==> config.mk <==
export PLATFORM = sky130hd
export DESIGN_NAME = pong_ball_ctrl
export DESIGN_NICKNAME = d
export VERILOG_FILES = /design/src/rtl/pong_pkg.sv /design/src/rtl/pong_axis_step.sv /design/src/rtl/pong_ball_ctrl.sv
export SDC_FILE = /design/constraint.sdc
export NUM_CORES = 1
export LEC_CHECK = 0
export ABC_AREA = 0
export CAP_MARGIN = 15
export CELL_PAD_IN_SITES_DETAIL_PLACEMENT = 0
export CELL_PAD_IN_SITES_GLOBAL_PLACEMENT = 2
export CORE_AREA = 2 2 112 114
export CTS_CLUSTER_DIAMETER = 50
export DETAILED_ROUTE_END_ITERATION = 10
export DIE_AREA = 0 0 114 116
export MAX_ROUTING_LAYER = met4
export PLACE_DENSITY_LB_ADDON = 0.15
export SYNTH_ARGS = -nofsm -noshare
export SYNTH_HDL_FRONTEND = slang
export SYNTH_SLANG_ARGS = --single-unit
==> constraint.sdc <==
create_clock -name clk_i -period 3.65 [get_ports clk_i]
set_clock_uncertainty 0.15 [all_clocks]
set_input_delay 0.73 -clock clk_i [delete_from_list [all_inputs] [get_ports clk_i]]
set_output_delay 0.73 -clock clk_i [all_outputs]
set_load 0.01 [all_outputs]
==> src/rtl/pong_pkg.sv <==
// Shared types and geometry for the pong ball path: FSM state, coordinate
// width, default field/paddle dimensions and small arithmetic helpers.
package pong_pkg;

  localparam int COORD_W = 10;
  localparam int CALC_W  = 12;

  localparam int SCREEN_W_DEF      = 640;
  localparam int SCREEN_H_DEF      = 480;
  localparam int BALL_SIZE_DEF     = 8;
  localparam int PADDLE_W_DEF      = 8;
  localparam int PADDLE_H_DEF      = 64;
  localparam int PADDLE_GAP_DEF    = 16;
  localparam int SPEED_DEF         = 2;
  localparam int MAX_SPEED_DEF     = 6;
  localparam int SERVE_STROBES_DEF = 60;

  typedef enum logic [0:0] {
    SERVE = 1'b0,
    PLAY  = 1'b1
  } state_t;

  typedef logic [COORD_W-1:0]       coord_t;
  typedef logic signed [CALC_W-1:0] scalc_t;

  // Coordinates are unsigned; widen with zero bits before signed arithmetic.
  function automatic scalc_t to_calc(input coord_t c);
    return scalc_t'({{(CALC_W-COORD_W){1'b0}}, c});
  endfunction

  function automatic scalc_t with_sign(input logic neg, input scalc_t mag);
    return neg ? -mag : mag;
  endfunction

  function automatic scalc_t sat_inc(input scalc_t v, input scalc_t ceil);
    return (v >= ceil) ? ceil : v + scalc_t'(1);
  endfunction

endpackage

==> src/rtl/pong_axis_step.sv <==
// One-axis ball step: adds the signed velocity, clamps to the low/high
// limits and reflects the velocity away from whichever limit was reached.
module pong_axis_step
  import pong_pkg::*;
(
  input  coord_t pos,
  input  scalc_t vel,
  input  scalc_t lim_lo,
  input  scalc_t lim_hi,
  output scalc_t raw,
  output coord_t next_pos,
  output scalc_t next_vel,
  output logic   hit_low,
  output logic   hit_high
);

  scalc_t mag;

  assign raw = to_calc(pos) + vel;
  assign mag = vel[CALC_W-1] ? -vel : vel;

  // Low limit is tested first so a degenerate field still resolves cleanly.
  always_comb begin
    next_pos = coord_t'(raw);
    next_vel = vel;
    hit_low  = 1'b0;
    hit_high = 1'b0;
    if (raw <= lim_lo) begin
      hit_low  = 1'b1;
      next_pos = coord_t'(lim_lo);
      next_vel = mag;
    end else if (raw >= lim_hi) begin
      hit_high = 1'b1;
      next_pos = coord_t'(lim_hi);
      next_vel = -mag;
    end
  end

endmodule

==> src/rtl/pong_ball_ctrl.sv <==
// Ball motion controller: serve delay, wall and paddle bounces, score pulses.
// Defining PONG_BALL_SPEEDUP_EN adds a saturating speed-up on paddle hits.
module pong_ball_ctrl
  import pong_pkg::*;
#(
  parameter int SCREEN_W      = SCREEN_W_DEF,
  parameter int SCREEN_H      = SCREEN_H_DEF,
  parameter int BALL_SIZE     = BALL_SIZE_DEF,
  parameter int PADDLE_W      = PADDLE_W_DEF,
  parameter int PADDLE_H      = PADDLE_H_DEF,
  parameter int PADDLE_GAP    = PADDLE_GAP_DEF,
  parameter int SPEED         = SPEED_DEF,
  parameter int MAX_SPEED     = MAX_SPEED_DEF,
  parameter int SERVE_STROBES = SERVE_STROBES_DEF
) (
  input  logic               clk_i,
  input  logic               rst_i,
  input  logic               strobe_i,
  input  logic [COORD_W-1:0] paddle_l_y_i,
  input  logic [COORD_W-1:0] paddle_r_y_i,
  output logic [COORD_W-1:0] ball_x_o,
  output logic [COORD_W-1:0] ball_y_o,
  output logic               serving_o,
  output logic               score_l_o,
  output logic               score_r_o
);

  localparam coord_t XC     = coord_t'((SCREEN_W - BALL_SIZE) / 2);
  localparam coord_t YC     = coord_t'((SCREEN_H - BALL_SIZE) / 2);
  localparam scalc_t LIM_0  = scalc_t'(0);
  localparam scalc_t X_MAX  = scalc_t'(SCREEN_W - BALL_SIZE);
  localparam scalc_t Y_MAX  = scalc_t'(SCREEN_H - BALL_SIZE);
  localparam scalc_t FACE_L = scalc_t'(PADDLE_GAP + PADDLE_W);
  localparam scalc_t FACE_R = scalc_t'(SCREEN_W - PADDLE_GAP - PADDLE_W - BALL_SIZE);
  localparam int     CNT_W  = (SERVE_STROBES > 1) ? $clog2(SERVE_STROBES) : 1;
  localparam logic [CNT_W-1:0] CNT_LOAD = CNT_W'(SERVE_STROBES - 1);

  state_t           state;
  coord_t           ball_x;
  coord_t           ball_y;
  logic             dx_neg;
  logic             dy_neg;
  logic [CNT_W-1:0] serve_cnt;

  scalc_t speed;
  scalc_t dx;
  scalc_t dy;
  scalc_t nx;
  scalc_t y_raw;
  coord_t x_step;
  coord_t y_step;
  scalc_t x_vel_nxt;
  scalc_t y_vel_nxt;
  logic   x_lo;
  logic   x_hi;
  logic   y_lo;
  logic   y_hi;
  scalc_t by;
  scalc_t pl;
  scalc_t pr;
  logic   overlap_l;
  logic   overlap_r;
  logic   hit_l;
  logic   hit_r;
  logic   miss_l;
  logic   miss_r;
  logic   play_step;
  coord_t x_nxt;
  logic   dx_neg_nxt;

  assign dx = with_sign(dx_neg, speed);
  assign dy = with_sign(dy_neg, speed);

  pong_axis_step u_step_x (
    .pos      (ball_x),
    .vel      (dx),
    .lim_lo   (LIM_0),
    .lim_hi   (X_MAX),
    .raw      (nx),
    .next_pos (x_step),
    .next_vel (x_vel_nxt),
    .hit_low  (x_lo),
    .hit_high (x_hi)
  );

  pong_axis_step u_step_y (
    .pos      (ball_y),
    .vel      (dy),
    .lim_lo   (LIM_0),
    .lim_hi   (Y_MAX),
    .raw      (y_raw),
    .next_pos (y_step),
    .next_vel (y_vel_nxt),
    .hit_low  (y_lo),
    .hit_high (y_hi)
  );

  // Paddle contact needs the ball to cross the face this step and to share
  // at least one row with the paddle.
  assign by        = to_calc(ball_y);
  assign pl        = to_calc(paddle_l_y_i);
  assign pr        = to_calc(paddle_r_y_i);
  assign overlap_l = (by + scalc_t'(BALL_SIZE) > pl) && (by < pl + scalc_t'(PADDLE_H));
  assign overlap_r = (by + scalc_t'(BALL_SIZE) > pr) && (by < pr + scalc_t'(PADDLE_H));

  assign hit_l  = dx_neg  && (nx <= FACE_L) && (to_calc(ball_x) >= FACE_L) && overlap_l;
  assign hit_r  = !dx_neg && (nx >= FACE_R) && (to_calc(ball_x) <= FACE_R) && overlap_r;
  assign miss_l = dx_neg  && !hit_l && x_lo;
  assign miss_r = !dx_neg && !hit_r && x_hi;

  assign play_step  = strobe_i && (state == PLAY);
  assign x_nxt      = hit_l ? coord_t'(FACE_L) : (hit_r ? coord_t'(FACE_R) : x_step);
  assign dx_neg_nxt = hit_l ? 1'b0 : (hit_r ? 1'b1 : dx_neg);

`ifdef PONG_BALL_SPEEDUP_EN
  scalc_t speed_q;

  // Speed magnitude is shared by both axes and falls back to SPEED on a miss.
  always_ff @(posedge clk_i or posedge rst_i) begin
    if (rst_i) begin
      speed_q <= scalc_t'(SPEED);
    end else if (play_step) begin
      if (miss_l || miss_r) begin
        speed_q <= scalc_t'(SPEED);
      end else if (hit_l || hit_r) begin
        speed_q <= sat_inc(speed_q, scalc_t'(MAX_SPEED));
      end
    end
  end

  assign speed = speed_q;
`else
  assign speed = scalc_t'(SPEED);
`endif

  logic unused_bits;
  assign unused_bits = ^{x_vel_nxt, y_raw, y_lo, y_hi, 32'(MAX_SPEED)};

  // A miss re-centres the ball and aims the next serve at the conceding side.
  always_ff @(posedge clk_i or posedge rst_i) begin
    if (rst_i) begin
      state     <= SERVE;
      serving_o <= 1'b1;
      ball_x    <= XC;
      ball_y    <= YC;
      dx_neg    <= 1'b0;
      dy_neg    <= 1'b0;
      serve_cnt <= CNT_LOAD;
      score_l_o <= 1'b0;
      score_r_o <= 1'b0;
    end else begin
      score_l_o <= 1'b0;
      score_r_o <= 1'b0;
      if (strobe_i) begin
        case (state)
          SERVE: begin
            if (serve_cnt == '0) begin
              state     <= PLAY;
              serving_o <= 1'b0;
            end else begin
              serve_cnt <= serve_cnt - 1'b1;
            end
          end
          PLAY: begin
            if (miss_l || miss_r) begin
              state     <= SERVE;
              serving_o <= 1'b1;
              serve_cnt <= CNT_LOAD;
              ball_x    <= XC;
              ball_y    <= YC;
              dx_neg    <= miss_l;
              score_r_o <= miss_l;
              score_l_o <= miss_r;
            end else begin
              ball_x <= x_nxt;
              ball_y <= y_step;
              dx_neg <= dx_neg_nxt;
              dy_neg <= y_vel_nxt[CALC_W-1];
            end
          end
          default: begin
            state     <= SERVE;
            serving_o <= 1'b1;
          end
        endcase
      end
    end
  end

  assign ball_x_o = ball_x;
  assign ball_y_o = ball_y;

endmodule
==> results.json, run 1 <==
{
  "critical_path_class": "input port to flip-flop",
  "antenna_left": 0,
  "antennaDiodeCount": 0,
  "slew_violations": 0,
  "leakage_power_nw": 2.12,
  "critPathLaunchType": "input port",
  "critical_path_buf_inv_count": 1,
  "post_synth_most_frequent_cells": "sky130_fd_sc_hd__ha_1 (55), sky130_fd_sc_hd__nor2_1 (41), sky130_fd_sc_hd__inv_1 (40)",
  "overflow": 0,
  "crit_path_cell_trace": "clkdlybuf4s50_1 > nand3_1 > xnor2_1 > ha_1 > a21oi_1 > a31oi_1 > a21oi_1 > nand3_1 > or3_1 > o221ai_2 > o21a_4 > nand3_2 > o41ai_2",
  "cts_sinks": 30,
  "ys.warnings.count": 0,
  "muxShareOfSynthArea": 0.00319,
  "drt_pre_antenna_iters": 4,
  "totalPowerFinal_w": 0.00433,
  "worst_hold_path_type": "flip-flop to flip-flop",
  "ctsHoldBuffers": 0,
  "netlist.area_leader.share": 0.195,
  "post_synth_edffs": 0,
  "final_critical_path_setup_slack_ns": 0.149,
  "synth_compound_area_frac": 0.260,
  "dr_total_vias": 3495,
  "finalInstanceArea_um2": 4750,
  "outcome": "finished, final reports clean",
  "syn-cell-area_um2": 3530,
  "drt_iter0_markers": 155,
  "cts-buffers-inserted": 5,
  "cp_top_family": "compound AO/OA/AOI/OAI gates",
  "start_util": 0.296,
  "remaining_drc_errors": 0,
  "drv_cap": 0,
  "synth-xor-area-share": 0.0571,
  "post_route_cells_drive_above_1_share": 0.195,
  "critical_path_required_ns": 3.67,
  "timing.slew.headroom": 0.380,
  "synth_most_common_cell": "sky130_fd_sc_hd__ha_1",
  "area_share_of_and_or_nand_nor_cells_after_synthesis": 0.194,
  "yosys.area_share.adder": 0.206,
  "clock_tree_from_tritoncts": "done",
  "cts_root_buffer": "sky130_fd_sc_hd__clkbuf_16",
  "setup_violating_endpoint_count_in_the_final_report": 0,
  "io_buffers": 43,
  "hold_viol": 0,
  "vdd.ir_drop.worst_v": 0.000390,
  "fin_util": 0.399,
  "gpl.final_weighted_congestion": 0.843,
  "synth_largest_area_cell": "sky130_fd_sc_hd__ha_1",
  "hpwlAfterDp_mm": 8.64,
  "ctsLongestPathBuffers": 2,
  "grt_max_degree": 25,
  "dieArea_um2": 13200,
  "grt_first_pass_wirelength_mm": 17.3,
  "crit_path_end_kind": "flip-flop",
  "crit_arrival_ns": 3.52,
  "synth_seq_cells": 30,
  "vias_per_cell": 5.18,
  "area.growth.synth_to_final_pct": 34.6,
  "post-route-min-period_ns": 3.50,
  "yosys.cell_types.count": 67,
  "floorplan.io_pins": 46,
  "dieHeight_um": 116,
  "cts.reportedPaths.clkPinSlew_ns": 0.05,
  "clock_tree.htree_level_count": 2,
  "row_count": 40,
  "drt-total-wl_mm": 10.8,
  "worst_path_max_delay_cell": "sky130_fd_sc_hd__clkdlybuf4s50_1",
  "avgRoutedWirePerCell_um": 16.1,
  "placedInstanceArea_um2": 4470,
  "dominantRegCellSynth": "sky130_fd_sc_hd__dfstp_2",
  "fin_crit_sh": 0.959,
  "fmax_mhz": 286,
  "async_reset_ff_frac": 1.00,
  "final_net_count": 607,
  "insertion_delay_ns": 0.27,
  "syn_inst": 434,
  "ys_top_cells_by_area": "sky130_fd_sc_hd__ha_1 (20%), sky130_fd_sc_hd__dfstp_2 (12%), sky130_fd_sc_hd__dfrtp_1 (9.9%)",
  "number_of_antenna_violations_at_the_first_check_in_global_routing": 0,
  "synth.avg_cell_area_um2": 8.13,
  "grt_pass1_vias": 3372,
  "seq_area_frac_synth": 0.219,
  "power_density_nw_per_um2": 911,
  "die_width_um": 114,
  "place_ws_ns": -0.187,
  "core_region_area_um2": 11900,
  "track_usage": 0.170,
  "worst_path_largest_cell_delay_ns": 0.51,
  "main_combinational_cell_family_by_area_after_synthesis": "compound AO/OA/AOI/OAI gates",
  "worst-path-max-fanout": 8,
  "worstMarginPinSlew_ns": 0.929
}
==> report_power, final <==
| group | internal [W] | switching [W] | total (W) |
|---|---|---|---|
| Combinational | 0.00150 | 0.00171 | 0.00321 |
| Sequential | 0.000533 | 0.000200 | 0.000733 |
| Clock | 0.000249 | 0.000137 | 0.000387 |
| Total | 0.00228 | 0.00205 | 0.00433 |
==> per-stage QoR <==
step | std cells | hold slack (ns) | TNS, ns
floorplan | 435 | 0.333 | 0
global placement | 661 | 0.328 | -1.07
detailed placement | 661 | 0.322 | -2.58
CTS | 669 | 0.332 | 0
global route | 675 | 0.370 | -0.0227
finish | 675 | 0.332 | 0
==> kinds of logic after synthesis <==
kind of cell | count (synthesis)
simple gates | 138
compound gates | 131
fa+ha+maj | 57
buf+inv | 53
flops | 30
xor+xnor | 23
other cells | 1
mux | 1
==> metal layers <==
metal	global-route usage	routed length, µm	vias up	share of wire
met5	-	0	-	0
met4	0.0390	123	0	0.011
met3	0.0120	246	9	0.023
met2	0.265	4940	52	0.46
met1	0.240	5530	1650	0.51
li1	-	-	1784	-
==> cell type report <==
class | count | area [µm²]
Clock buffer | 6 | 129
Clock inverter | 2 | 10.0
Fill cell | 1224 | 7160
Inverter | 40 | 150
Multi-Input combinational cell | 352 | 2650
Sequential cell | 30 | 771
Tap cell | 147 | 184
Timing Repair Buffer | 98 | 856
==> layout by cell type, fill, tap and decap left out, drive strengths merged, types with 9 or more instances in the layout <==
cell	netlist	layout
nand3	17	17
nor3	11	11
inv	40	40
dfstp	16	16
xnor2	19	19
ha	55	55
nor2	41	41
buf	5	55
a21oi	34	34
a31oi	9	9
clkdlybuf4s50	0	43
o21ai	24	24
nand2	28	28
dfrtp	14	14
==> state kept, by name, indices dropped and copies added (netlist names) <==
| register | cells |
|---|---|
| ball_y_o | 9 |
| score_r_o | 1 |
| serve_cnt | 6 |
| dx_neg | 1 |
| score_l_o | 1 |
| serving_o | 1 |
| ball_x_o | 9 |
| dy_neg | 1 |
| state | 1 |
==> final timing paths <==
| kind | startpoint | endpoint | slack, ns | cells after the start |
|---|---|---|---|---|
| min reg2reg | serving_o | serving_o | 0.33 | 2 |
| max in group asynchronous | rst_i | ball_y_o[7] | 1.83 | 3 |
| min | serving_o | serving_o | 0.33 | 2 |
| max reg2reg | dx_neg | dy_neg | 0.17 | 11 |
| max | paddle_l_y_i[6] | ball_x_o[1] | 0.15 | 13 |
| min in group asynchronous | rst_i | ball_x_o[1] | 0.82 | 2 |
==> tightest hold or removal path, stage by stage (launching register included) <==
cell and delay, ns:
sky130_fd_sc_hd__dfstp_2 0.36, sky130_fd_sc_hd__o21ai_0 0.06, sky130_fd_sc_hd__nand2_1 0.05
==> what timing repair did <==
action,4_1_cts,5_1_grt
buffers inserted,0,6
endpoints found under the setup margin,0,21
resized for setup,0,18
(Power assumes the default switching activity.)
==> run 2, diff against run 1 <==
- CORE_AREA: 2 2 112 114 -> 2 2 105 107
- DIE_AREA: 0 0 114 116 -> 0 0 107 109
- HOLD_SLACK_MARGIN: default -> 0.08
- clock period: 3.65 -> 3.4 ns (I/O delays scaled with it)
==> run 2 against run 1 <==
  * The run now ends with negative setup slack left
  * Wire length down 2.0%
  * Power grew 15%
  * Sequential share of layout area down 1.1 points
  * Core utilization grew 8.1 points
  * Non-clock buffer count increased by 20
  * Register-to-register slack got worse by 0.19 ns
  * Final cell count rose by 1.9%
  * Critical path depth up 1
  * Worst setup slack worse by 0.17 ns
  * Clock power shrank 19%
  * Design area rose by 7.1%
  * First-iteration DRC count decreased by 5.2%
  * Critical path type is now flip-flop to flip-flop
  * Largest power group unchanged
==> results.json, run 2 (synthesis results as in run 1) <==
{
  "outcome": "complete, but fails checks",
  "failed_checks": "negative setup slack",
  "seqPwrFrac": 0.149,
  "clock_tree.htree_level_count": 2,
  "worstMarginPinSlew_ns": 0.716,
  "cts_sinks": 30,
  "path_common_cell": "sky130_fd_sc_hd__a21o_1",
  "post-route-min-period_ns": 3.42,
  "dieHeight_um": 109,
  "die_width_um": 107,
  "worst_path_largest_cell_delay_ns": 0.59,
  "setup_violating_endpoint_count_in_the_final_report": 3,
  "avgRoutedWirePerCell_um": 15.4,
  "drt_iter0_markers": 147,
  "ctsHoldBuffers": 0,
  "leakage_power_nw": 2.27,
  "final_critical_path_setup_slack_ns": -0.0214,
  "crit_path_cell_trace": "buf_6 > and4_4 > nand2_4 > xnor2_4 > ha_4 > a21o_1 > a21oi_2 > a21o_1 > a221o_1 > a41oi_2 > o2111a_2 > o21a_4 > nand3_4 > o41ai_2",
  "mostFrequentLayoutCell": "sky130_fd_sc_hd__buf_4",
  "insertion_delay_ns": 0.28,
  "row_count": 38,
  "remaining_drc_errors": 0,
  "worst_hold_path_type": "flip-flop to flip-flop",
  "grt_max_degree": 31,
  "drv_cap": 0,
  "ctsLongestPathBuffers": 2,
  "track_usage": 0.193,
  "core_region_area_um2": 10600,
  "vdd.ir_drop.worst_v": 0.000492,
  "critPathLaunchType": "flip-flop",
  "number_of_antenna_violations_at_the_first_check_in_global_routing": 0,
  "area.growth.synth_to_final_pct": 44.2,
  "timing.slew.headroom": 0.522,
  "grt_first_pass_wirelength_mm": 17.6,
  "power.internal_w": 0.00264,
  "critical_path_class": "flip-flop to flip-flop",
  "critical_path_required_ns": 3.44,
  "cts_root_buffer": "sky130_fd_sc_hd__clkbuf_8",
  "vias_per_cell": 5.10,
  "holdWs_ns": 0.337,
  "dieArea_um2": 11700,
  "worst_path_max_delay_cell": "sky130_fd_sc_hd__dfstp_2",
  "slew_violations": 0,
  "io_buffers": 43,
  "cts.reportedPaths.clkPinSlew_ns": 0.07,
  "global_route_track_usage_on_met3": 0.0149,
  "place_ws_ns": -0.422,
  "cts-buffers-inserted": 5,
  "drt_pre_antenna_iters": 4,
  "hold_viol": 0,
  "hpwlAfterDp_mm": 8.50,
  "use_met2": 0.314,
  "global_route.peak_usage_layer": "met2",
  "swShare": 0.467,
  "gpl.final_weighted_congestion": 0.871,
  "worst-path-max-fanout": 8,
  "most-common-layout-cells": "sky130_fd_sc_hd__buf_4 (72), sky130_fd_sc_hd__ha_1 (47), sky130_fd_sc_hd__clkdlybuf4s50_1 (41)",
  "crit_path_end_kind": "flip-flop",
  "gr-usage-met1": 0.267,
  "floorplan.io_pins": 46,
  "fmax_mhz": 292,
  "dr_total_vias": 3512,
  "clock_tree_from_tritoncts": "done",
  "grt_setup_unrepaired": "yes",
  "power_switching_w": 0.00232,
  "final_net_count": 627,
  "power_density_nw_per_um2": 974,
  "pwr-share-clk": 0.063,
  "start_util": 0.333,
  "antenna_left": 0,
  "overflow": 0,
  "antennaDiodeCount": 0,
  "post_route_cells_drive_above_1_share": 0.277,
  "drt-total-wl_mm": 10.6,
  "fin_crit_sh": 1.01,
  "power.combinational.fraction": 0.788,
  "crit_arrival_ns": 3.46,
  "grt_pass1_vias": 3493
}
run 2: worst max-delay path: cells and delay by family, from the launching register on:
family / cells / cell delay (ns)
AND/OR/NAND/NOR: 3 / 0.40
flip-flops: 1 / 0.59
buffers and inverters: 1 / 0.12
XOR/XNOR: 1 / 0.15
adder cells (fa/ha/maj): 1 / 0.27
AO/OA/AOI/OAI: 8 / 1.64
run 2: area by class of cell:
cell class                      instances  area [µm²]
Timing Repair Buffer                  118        1020
Fill cell                            1038        5520
Tap cell                              140         175
Clock inverter                          2        12.5
Clock buffer                            6        82.6
Inverter                               40         150
Multi-Input combinational cell        352        2880
Sequential cell                        30         771
run 2: power groups by stage:
| stage | Clock [W] | Combinational [W] | Sequential [W] |
|---|---|---|---|
| floorplan | 0 | 0.00204 | 0.000800 |
| global placement | 0 | 0.00348 | 0.000725 |
| detailed placement | 0 | 0.00349 | 0.000722 |
| CTS | 0.000319 | 0.00359 | 0.000720 |
| global route | 0.000335 | 0.00433 | 0.000764 |
| finish | 0.000312 | 0.00390 | 0.000740 |
run 2: metrics by stage:
stage,total power (W),utilization,setup TNS [ns],std cells,area [µm²]
final,0.00496,0.480,-0.0435,688,5090
after global routing,0.00543,0.480,-1.05,688,5090
after CTS,0.00463,0.451,0,682,4780
after detailed placement,0.00421,0.434,-7.76,673,4600
after global placement,0.00421,0.434,-5.85,673,4600
after floorplan,0.00284,-,0,435,3530
run 2: metal layers:
metal	wire length, µm	vias to the layer above	part of all wire
li1	-	1815	-
met1	5370	1650	0.51
met2	5020	41	0.47
met3	185	6	0.017
met4	53	0	0.0050
met5	0	-	0
run 2: worst paths after layout:
| check | from | endpoint | slack, ns | depth (start not counted) |
|---|---|---|---|---|
| min | serving_o | serving_o | 0.34 | 2 |
| max reg2reg | ball_y_o[3] | ball_x_o[1] | -0.02 | 14 |
| max in group asynchronous | rst_i | ball_y_o[2] | 2.15 | 3 |
| min reg2reg | serving_o | serving_o | 0.34 | 2 |
| min in group asynchronous | rst_i | state | 0.62 | 3 |
| max | ball_y_o[3] | ball_x_o[1] | -0.02 | 14 |
run 2: repair_timing:
item	in CTS	in global routing
endpoints found under the setup margin	21	26
pin swaps	5	22
resized for setup	13	49
buffers inserted	1	6
